### config.mk
export PLATFORM = sky130hd
export DESIGN_NAME = keypad_scanner_flat
export DESIGN_NICKNAME = d
export VERILOG_FILES = /design/src/rtl/keypad_pkg.sv /design/src/rtl/keypad_if.sv /design/src/rtl/keypad_debounce.sv /design/src/rtl/keypad_scanner.sv /design/src/flat_wrapper.sv
export SDC_FILE = /design/constraint.sdc
export NUM_CORES = 1
export LEC_CHECK = 0
export ABC_AREA = 1
export ABC_CLOCK_PERIOD_IN_PS = 21100
export BUFFER_PORTS_ARGS = -buffer_cell sky130_fd_sc_hd__buf_4
export CAP_MARGIN = 5
export CORE_AREA = 2 2 114 116
export DETAILED_ROUTE_END_ITERATION = 6
export DIE_AREA = 0 0 116 118
export PLACE_DENSITY_LB_ADDON = 0.25
export SETUP_SLACK_MARGIN = 0.2
export SYNTH_ARGS = -nofsm -noshare
export SYNTH_HDL_FRONTEND = slang
export SYNTH_SLANG_ARGS = --single-unit
export TNS_END_PERCENT = 10
### constraint.sdc
create_clock -name clk -period 21.1 [get_ports clk]
set_input_delay 1.055 -clock clk [delete_from_list [all_inputs] [get_ports clk]]
set_output_delay 1.055 -clock clk [all_outputs]
set_load 0.05 [all_outputs]
### src/rtl/keypad_pkg.sv
// Shared types and constants for the 4x4 keypad scanner and its debouncer.
// Press-vector bit 4*col+row maps to a hex code through KEY_MAP indexed by {row,col}.
package keypad_pkg;

  localparam int NUM_COLS = 4;
  localparam int NUM_ROWS = 4;

  typedef enum logic [1:0] {
    IDLE,
    CONFIRM,
    PRESSED
  } deb_state_t;

  typedef enum logic [1:0] {
    CAND_NONE,
    CAND_ONE,
    CAND_MULTI
  } cand_kind_t;

  // Element i is the code for {row,col} == i; listed from index 15 down to 0.
  localparam logic [15:0][3:0] KEY_MAP = {
    4'hD, 4'hE, 4'hF, 4'h0,
    4'hC, 4'h9, 4'h8, 4'h7,
    4'hB, 4'h6, 4'h5, 4'h4,
    4'hA, 4'h3, 4'h2, 4'h1
  };

  function automatic logic [3:0] press_to_code(input logic [3:0] bit_idx);
    logic [1:0] row;
    logic [1:0] col;
    row = bit_idx[1:0];
    col = bit_idx[3:2];
    return KEY_MAP[{row, col}];
  endfunction

endpackage

### src/rtl/keypad_if.sv
// Keypad pin group and decoded-key outputs shared between the scanner and its consumer.
// master = scanner side, slave = pin owner / display stage.
interface keypad_if;
  logic [3:0] row_n;
  logic [3:0] col_n;
  logic [3:0] key_code;
  logic       key_valid;
  logic       key_held;

  modport master (
    input  row_n,
    output col_n,
    output key_code,
    output key_valid,
    output key_held
  );

  modport slave (
    output row_n,
    input  col_n,
    input  key_code,
    input  key_valid,
    input  key_held
  );
endinterface

### src/rtl/keypad_debounce.sv
// Per-sweep candidate debouncer: accepts a key after DEBOUNCE_SWEEPS identical sweeps.
// Latency: key_valid/key_held/key_code register one cycle after the candidate strobe.
module keypad_debounce
  import keypad_pkg::*;
#(
  parameter int DEBOUNCE_SWEEPS = 4
) (
  input  logic       clk,
  input  logic       rst_n,
  input  logic       i_cand_vld,
  input  cand_kind_t i_cand_kind,
  input  logic [3:0] i_cand_code,
  output logic [3:0] o_key_code,
  output logic       o_key_valid,
  output logic       o_key_held
);

  localparam int CW = $clog2(DEBOUNCE_SWEEPS + 1);
  localparam logic [CW-1:0] LAST = CW'(DEBOUNCE_SWEEPS);

  deb_state_t    r_state;
  logic [3:0]    r_cand;
  logic [CW-1:0] r_cnt;
  logic [CW-1:0] r_rel;

  logic          w_one;
  logic          w_same;
  logic [CW-1:0] w_cnt_nxt;
  logic [CW-1:0] w_rel_nxt;

  assign w_one     = (i_cand_kind == CAND_ONE);
  assign w_same    = w_one && (i_cand_code == r_cand);
  assign w_cnt_nxt = r_cnt + CW'(1);
  assign w_rel_nxt = r_rel + CW'(1);

  always_ff @(posedge clk) begin
    if (!rst_n) begin
      r_state     <= IDLE;
      r_cand      <= 4'h0;
      r_cnt       <= '0;
      r_rel       <= '0;
      o_key_code  <= 4'h0;
      o_key_valid <= 1'b0;
      o_key_held  <= 1'b0;
    end else begin
      o_key_valid <= 1'b0;
      if (i_cand_vld) begin
        unique case (r_state)
          IDLE: begin
            if (w_one) begin
              r_cand <= i_cand_code;
              r_cnt  <= CW'(1);
              if (LAST == CW'(1)) begin
                o_key_code  <= i_cand_code;
                o_key_valid <= 1'b1;
                o_key_held  <= 1'b1;
                r_rel       <= '0;
                r_state     <= PRESSED;
              end else begin
                r_state <= CONFIRM;
              end
            end
          end
          CONFIRM: begin
            if (w_same) begin
              if (w_cnt_nxt == LAST) begin
                o_key_code  <= i_cand_code;
                o_key_valid <= 1'b1;
                o_key_held  <= 1'b1;
                r_rel       <= '0;
                r_state     <= PRESSED;
              end else begin
                r_cnt <= w_cnt_nxt;
              end
            end else if (w_one) begin
              r_cand <= i_cand_code;
              r_cnt  <= CW'(1);
            end else begin
              r_state <= IDLE;
            end
          end
          PRESSED: begin
            // A different single key counts toward release: no rollover.
            if (w_same || (i_cand_kind == CAND_MULTI)) begin
              r_rel <= '0;
            end else if (w_rel_nxt == LAST) begin
              r_rel      <= '0;
              o_key_held <= 1'b0;
              r_state    <= IDLE;
            end else begin
              r_rel <= w_rel_nxt;
            end
          end
          default: r_state <= IDLE;
        endcase
      end
    end
  end

endmodule

### src/rtl/keypad_scanner.sv
// 4x4 keypad column scanner: synchronizes rows, builds a per-sweep press vector, decodes it.
// Latency: key_valid pulses 1 cycle after the evaluation of the accepting sweep.
module keypad_scanner
  import keypad_pkg::*;
#(
  parameter int SCAN_CYCLES     = 50000,
  parameter int DEBOUNCE_SWEEPS = 4
) (
  input  logic     clk,
  input  logic     rst_n,
  keypad_if.master kp
);

  localparam int DW = $clog2(SCAN_CYCLES);
  localparam logic [DW-1:0] DWELL_LAST = DW'(SCAN_CYCLES - 1);

  logic [NUM_ROWS-1:0]          r_row_s1;
  logic [NUM_ROWS-1:0]          r_row_s2;
  logic [DW-1:0]                r_dwell;
  logic [1:0]                   r_col;
  logic [NUM_COLS-1:0]          r_col_n;
  logic [NUM_COLS*NUM_ROWS-1:0] r_press;
  logic                         r_eval;

  logic       w_capture;
  logic [1:0] w_col_nxt;
  logic [4:0] w_hits;
  logic [3:0] w_idx;
  cand_kind_t w_kind;
  logic [3:0] w_code;

  assign w_capture = (r_dwell == DWELL_LAST);
  assign w_col_nxt = r_col + 2'd1;
  assign kp.col_n  = r_col_n;

  always_ff @(posedge clk) begin
    if (!rst_n) begin
      r_row_s1 <= '1;
      r_row_s2 <= '1;
      r_dwell  <= '0;
      r_col    <= 2'd0;
      r_col_n  <= 4'b1110;
      r_press  <= '0;
      r_eval   <= 1'b0;
    end else begin
      r_row_s1 <= kp.row_n;
      r_row_s2 <= r_row_s1;
      r_eval   <= w_capture && (r_col == 2'd3);
      if (w_capture) begin
        r_dwell <= '0;
        r_col   <= w_col_nxt;
        r_col_n <= ~(4'b0001 << w_col_nxt);
        r_press[{r_col, 2'b00} +: NUM_ROWS] <= ~r_row_s2;
      end else begin
        r_dwell <= r_dwell + DW'(1);
        // The vector is fully consumed by the decode below during this cycle.
        if (r_eval) begin
          r_press <= '0;
        end
      end
    end
  end

  always_comb begin
    w_hits = 5'd0;
    w_idx  = 4'd0;
    for (int i = 0; i < NUM_COLS * NUM_ROWS; i++) begin
      if (r_press[i]) begin
        w_hits = w_hits + 5'd1;
        w_idx  = 4'(i);
      end
    end
    if (w_hits == 5'd0) begin
      w_kind = CAND_NONE;
    end else if (w_hits == 5'd1) begin
      w_kind = CAND_ONE;
    end else begin
      w_kind = CAND_MULTI;
    end
    w_code = press_to_code(w_idx);
  end

  keypad_debounce #(
    .DEBOUNCE_SWEEPS(DEBOUNCE_SWEEPS)
  ) u_debounce (
    .clk        (clk),
    .rst_n      (rst_n),
    .i_cand_vld (r_eval),
    .i_cand_kind(w_kind),
    .i_cand_code(w_code),
    .o_key_code (kp.key_code),
    .o_key_valid(kp.key_valid),
    .o_key_held (kp.key_held)
  );

endmodule
### src/flat_wrapper.sv
// flat-port wrapper written by rule: the top's interface ports become plain ports
module keypad_scanner_flat import keypad_pkg::*;
#(
  parameter int SCAN_CYCLES     = 50000,
  parameter int DEBOUNCE_SWEEPS = 4
)
  (clk, rst_n, kp_row_n, kp_col_n, kp_key_code, kp_key_valid, kp_key_held);
  keypad_if kp_i ();
  input  logic clk;
  input  logic rst_n;
  input wire logic [$bits(kp_i.row_n)-1:0] kp_row_n;
  output wire logic [$bits(kp_i.col_n)-1:0] kp_col_n;
  output wire logic [$bits(kp_i.key_code)-1:0] kp_key_code;
  output wire logic [$bits(kp_i.key_valid)-1:0] kp_key_valid;
  output wire logic [$bits(kp_i.key_held)-1:0] kp_key_held;
  assign kp_i.row_n = kp_row_n;
  assign kp_col_n = kp_i.col_n;
  assign kp_key_code = kp_i.key_code;
  assign kp_key_valid = kp_i.key_valid;
  assign kp_key_held = kp_i.key_held;
  keypad_scanner #(.SCAN_CYCLES(SCAN_CYCLES), .DEBOUNCE_SWEEPS(DEBOUNCE_SWEEPS)) u_core (.clk(clk), .rst_n(rst_n), .kp(kp_i));
endmodule
==> results of run 1 <==
==> final timing paths <==
kind                                       end  depth (start not counted)
setup / recovery  u_core.u_debounce.o_key_held                         56
hold / removal              u_core.r_row_s2[0]                          1
setup reg to reg  u_core.u_debounce.o_key_held                         56
hold reg to reg             u_core.r_row_s2[0]                          1
==> cells in the final DEF, fill, tap and decap left out, drive strengths merged, types with 10 or more instances in the layout <==
master  netlist  layout
nor3         15      15
a21oi        45      45
ha           30      30
or2          12      12
clkbuf        7      12
nand3        74      74
o21ai        27      27
inv         132     133
nand4        10      10
nand2       239     239
nor2         75      75
dfxtp        65      65
buf           0      16
==> registers in the layout (all words and copies together), names as in the netlist, 4 cells and up <==
name / count
u_core.r_dwell: 16
u_core.r_press: 16
u_core.kp.col_n: 4
u_core.r_row_s1: 4
u_core.r_row_s2: 4
u_core.u_debounce.o_key_code: 4
u_core.u_debounce.r_cand: 4
==> kinds of logic after synthesis <==
logic type,Yosys count
compound gates,85
xor+xnor,7
fa+ha+maj,30
buf+inv,144
flops,65
simple gates,437
==> Yosys cell counts, types with 2 or more instances <==
| library cell | n |
|---|---|
| dfxtp_1 | 65 |
| nand4_1 | 10 |
| inv_2 | 6 |
| nor2_2 | 2 |
| xor2_1 | 4 |
| nor2_1 | 71 |
| nand2_2 | 41 |
| o21ai_0 | 17 |
| nor3b_1 | 3 |
| a21oi_1 | 43 |
| nor2_4 | 2 |
| ha_1 | 30 |
| inv_1 | 126 |
| nand3_1 | 51 |
| nand2_1 | 196 |
| clkinv_2 | 2 |
| clkbuf_1 | 6 |
| nor3_1 | 15 |
| xnor2_1 | 3 |
| a21boi_0 | 2 |
| nand3b_1 | 5 |
| or2_2 | 11 |
| o22ai_1 | 2 |
| nand2_4 | 2 |
| a21oi_2 | 2 |
| o21ai_1 | 10 |
| nor4_1 | 3 |
| clkinv_1 | 3 |
| nand3_2 | 22 |
==> final cells by class <==
cell class              count  area share, %
multi-input cells         559           55.3
flip-flops and latches     65           23.7
inverters                 137           9.43
clock buffers              12           4.50
well taps                 172           3.93
repair buffers             16           2.19
clock inverters             4          0.936
==> power by group <==
group | total [mW] | internal [mW] | switching (mW)
combinational | 0.00498 | 0.00197 | 0.00301
sequential | 0.125 | 0.124 | 0.000592
clock | 0.148 | 0.0948 | 0.0529
==> layer usage <==
metal | wire [um] | vias to the layer above | global-route usage [%]
met5 | 0 | - | 0
met4 | 142 | 0 | 4.99
met3 | 203 | 13 | 3.24
met2 | 3840 | 33 | 23.2
met1 | 4960 | 1870 | 20.2
li1 | - | 2470 | -
==> worst max-delay path, delay by kind of cell (launching register included) <==
| kind | cells | cell delay, ns |
|---|---|---|
| simple gates | 33 | 3.15 |
| compound gates | 2 | 0.39 |
| flops | 1 | 0.35 |
| fa+ha+maj | 14 | 3.79 |
| buf+inv | 7 | 0.45 |
==> metrics by stage <==
stage,power [mW],util (%)
after global routing,0.288,44.1
after floorplan,0.130,-
final,0.277,44.1
after global placement,0.132,41.7
after CTS,0.281,44.1
after detailed placement,0.132,41.7
==> flow_summary.json, run 1 <==
{
  "worstSetupStartpoint": "u_core.r_press[1]",
  "h-tree-depth": 3,
  "fin_ws_ns": 12.87,
  "synthFlopType": "dfxtp_1",
  "cp_common_cell": "nand2_1",
  "synthMuxAreaShare_pct": 0,
  "hp-class": "flip-flop to flip-flop",
  "die-area_mm2": 0.0137,
  "gp_congestion": 0.829,
  "status": "finished clean",
  "worst_slew_pin_slew_ns": 0.475,
  "synth_top_family_by_area": "simple AND/OR/NAND/NOR gates",
  "synthSimpleGateAreaFrac_pct": 43.2,
  "power_density_mw_per_mm2": 50.6,
  "grt_antenna_before_repair": 0,
  "rows": 41,
  "wl_um": 9150,
  "post_cts_resized": 0,
  "wl_per_cell_um": 9.48,
  "postCtsSetupBuffers": 0,
  "layout-drive-gt1-share_pct": 15.6,
  "hp-start": "u_core.r_row_s1[0]",
  "tritoncts": "done",
  "cts-root-buf": "clkbuf_16",
  "clock-sinks": 65,
  "vias_per_cell": 4.55,
  "vdd_drop_max_v": 0.0000506,
  "clock_latency_ns": 0.33,
  "drv_cap": 0,
  "finalMaxSlewViolations": 0,
  "finalSetupTns_ns": 0,
  "final_cells": 965,
  "post-route-period-util_pct": 39.0,
  "critical_path_arrival_ns": 8.46,
  "numPlacedInstances": 949,
  "io_pins": 16,
  "netlist_instances": 768,
  "synthToLayoutAreaGrowth_pct": 12.4,
  "core-area_mm2": 0.0124,
  "async_flop_share_pct": 0,
  "pre_cts_ws_ns": 12.85,
  "grt_usage_pct": 14.9,
  "synth_compound_area_share_pct": 9.94,
  "multiInputGateArea_mm2": 0.00303,
  "synth_nets": 804,
  "synthAdderAreaFrac_pct": 7.70,
  "synth.avg_cell_area_um2": 6.35,
  "seqCellArea_mm2": 0.00130,
  "worstReg2RegStart": "u_core.r_press[1]",
  "synth-xor-area-share_pct": 1.26,
  "cp_max_fo": 5,
  "dpl.hpwl_um": 7300,
  "setup_viol": 0,
  "cts.clk_slew.worst_paths_ns": 0.05,
  "seq_area_frac_synth_pct": 26.7,
  "fp.dieW_um": 116,
  "grt_pass1_wl_um": 17200,
  "cts_made_buffers": 9,
  "critPathKind": "flip-flop to flip-flop",
  "clk_path_buf_depth": 2,
  "synth_edf_count": 0,
  "grt_overflow": 0,
  "hold_viol": 0,
  "max_freq_ghz": 0.121,
  "placed_cell_area_mm2": 0.00518,
  "max_stage_delay_ns": 0.35,
  "antenna_cells": 0,
  "holdWs_ns": 0.410,
  "cp-end-kind": "flip-flop",
  "leakage_nw": 2.85,
  "cts_hold_buf": 0,
  "synth_seq_cells": 65,
  "die_h_um": 118,
  "rsz0062_at_grt": "false",
  "nFillCells": 1384,
  "slowest_stage": "dfxtp_1",
  "cp.required_ns": 21.32,
  "reg2reg_slack_ns": 12.87,
  "layout.nets": 824,
  "start_util_pct": 39.3,
  "drtAntennaViolNets": 0,
  "yosysWarningCount": 0,
  "yosys.area.top_type": "dfxtp_1",
  "drt_iter0_markers": 160,
  "finalCriticalPeriod_ns": 8.23,
  "grt_start_max_net_pins": 36,
  "grt_pass1_vias": 4135,
  "relSlewSlack_pct": 68.1,
  "fin_area_mm2": 0.00548,
  "yosysUniqueCellTypes": 42,
  "critPathLaunchType": "flip-flop",
  "drc_errors": 0,
  "synth_top_cell_area_share_pct": 26.7,
  "drtPass1Iterations": 4,
  "final.setup_skew_ns": 0.00652,
  "routed-via-count": 4386,
  "netlist_area_mm2": 0.00487,
  "portBuffers": 15,
  "synth.area.top_cells": "dfxtp_1 27%, nand2_1 15%, inv_1 9.7%"
}
Power figures use the tool's default switching activity.
==> run 2, diff against run 1 <==
- ABC_CLOCK_PERIOD_IN_PS: 21100 -> 8500
- clock period: 21.1 -> 8.5 ns (I/O delays scaled with it)
==> flow_summary.json, run 2 (same netlist as run 1, synthesis figures left out) <==
{
  "rsz0062_at_grt": "false",
  "clock-sinks": 65,
  "hp-class": "primary input to flip-flop",
  "setup_viol": 0,
  "final.setup_skew_ns": 0.00669,
  "slowest_stage": "dfxtp_2",
  "holdWs_ns": 0.280,
  "cp_common_cell": "nand2_2",
  "vdd_drop_max_v": 0.000128,
  "nFillCells": 1347,
  "multiInputGateArea_mm2": 0.00313,
  "finalSetupTns_ns": 0,
  "leakage_nw": 2.90,
  "relSlewSlack_pct": 66.1,
  "dpl.hpwl_um": 7270,
  "vias_per_cell": 4.56,
  "h-tree-depth": 3,
  "fin_ws_ns": 0.660,
  "grt_antenna_before_repair": 0,
  "worst_slew_pin_slew_ns": 0.505,
  "cp-end-kind": "flip-flop",
  "synthToLayoutAreaGrowth_pct": 15.0,
  "die_h_um": 118,
  "seqCellArea_mm2": 0.00130,
  "core-area_mm2": 0.0124,
  "drtAntennaViolNets": 0,
  "tritoncts": "done",
  "antenna_cells": 0,
  "cts-root-buf": "clkbuf_16",
  "critPathKind": "flip-flop to flip-flop",
  "grt_overflow": 0,
  "fp.dieW_um": 116,
  "grt_pass1_wl_um": 17200,
  "power_mw": 0.660,
  "routed-via-count": 4423,
  "wl_um": 9520,
  "cts.clk_slew.worst_paths_ns": 0.05,
  "reg_top3": "u_core.r_dwell x16, u_core.r_press x16",
  "rows": 41,
  "post-route-period-util_pct": 92.2,
  "clock_latency_ns": 0.33,
  "mostFrequentLayoutCells": "180 x nand2_1, 124 x inv_1, 69 x nor2_1, 63 x dfxtp_1, 55 x nand2_2",
  "layout-drive-gt1-share_pct": 20.1,
  "critical_path_arrival_ns": 8.06,
  "clk_path_buf_depth": 2,
  "wl_per_cell_um": 9.81,
  "hold_viol": 0,
  "pre_cts_ws_ns": 0.268,
  "status": "finished clean",
  "finalMaxSlewViolations": 0,
  "finalCriticalPeriod_ns": 7.84,
  "max_freq_ghz": 0.128,
  "max_stage_delay_ns": 0.34,
  "drc_errors": 0,
  "drv_cap": 0,
  "cts_made_buffers": 9,
  "io_pins": 16,
  "portBuffers": 15,
  "grt_start_max_net_pins": 36,
  "critPathLaunchType": "flip-flop",
  "grt_usage_pct": 14.8,
  "gp_congestion": 0.829,
  "layout_commonest_cell": "nand2_1",
  "grt_pass1_vias": 4090,
  "power_density_mw_per_mm2": 118,
  "start_util_pct": 39.3,
  "cp_max_fo": 4,
  "die-area_mm2": 0.0137,
  "cp.required_ns": 8.72,
  "layout.nets": 830,
  "drt_iter0_markers": 138,
  "drtPass1Iterations": 4
}
-- run 2: routing by layer --
layer / GRT usage (%) / vias up / part of all wire (%)
li1: - / 2477 / -
met1: 20.5 / 1910 / 53
met5: 0 / - / 0
met2: 23.4 / 23 / 43
met4: 4.46 / 0 / 1.4
met3: 2.47 / 13 / 1.6
-- run 2: final timing paths --
check	from	cells past startpoint	to	slack, ns
max reg2reg	u_core.r_press[1]	57	u_core.u_debounce.o_key_held	0.66
min reg2reg	u_core.r_row_s1[0]	1	u_core.r_row_s2[0]	0.41
min	kp_row_n[2]	2	u_core.r_row_s1[2]	0.28
max	u_core.r_press[1]	57	u_core.u_debounce.o_key_held	0.66
-- run 2: report_power, final --
part / switching [mW] / internal (mW)
Combinational: 0.00771 / 0.00488
Sequential: 0.00144 / 0.308
Clock: 0.135 / 0.203
Total: 0.144 / 0.515
-- run 2: through the flow --
stage               area [um2]  utilization (%)  instances
finish                    5610             45.2        970
global placement          5180             41.7        949
global route              5610             45.2        970
floorplan                 4870                -        768
CTS                       5450             43.9        964
detailed placement        5180             41.7        949
-- run 2: what timing repair did --
action                                  CTS  global route
endpoints found under the setup margin    0            18
resized for setup                         0            34
buffers inserted                          0             6
hold buffers                              0             0
-- run 2: layout make-up --
cell class | count | area share, %
Inverter | 137 | 9.24
Tap cell | 172 | 3.84
Clock buffer | 10 | 4.26
Sequential cell | 65 | 23.3
Timing Repair Buffer | 22 | 2.95
Clock inverter | 5 | 0.580
Multi-Input combinational cell | 559 | 55.9
-- run 2: critical path, delay by kind of cell (launching register included) --
family | cells | cell delay (ns)
adder cells (fa/ha/maj) | 14 | 3.64
AND/OR/NAND/NOR | 34 | 3.00
buffers and inverters | 7 | 0.36
flip-flops | 1 | 0.34
AO/OA/AOI/OAI | 1 | 0.18
XOR/XNOR | 1 | 0.18
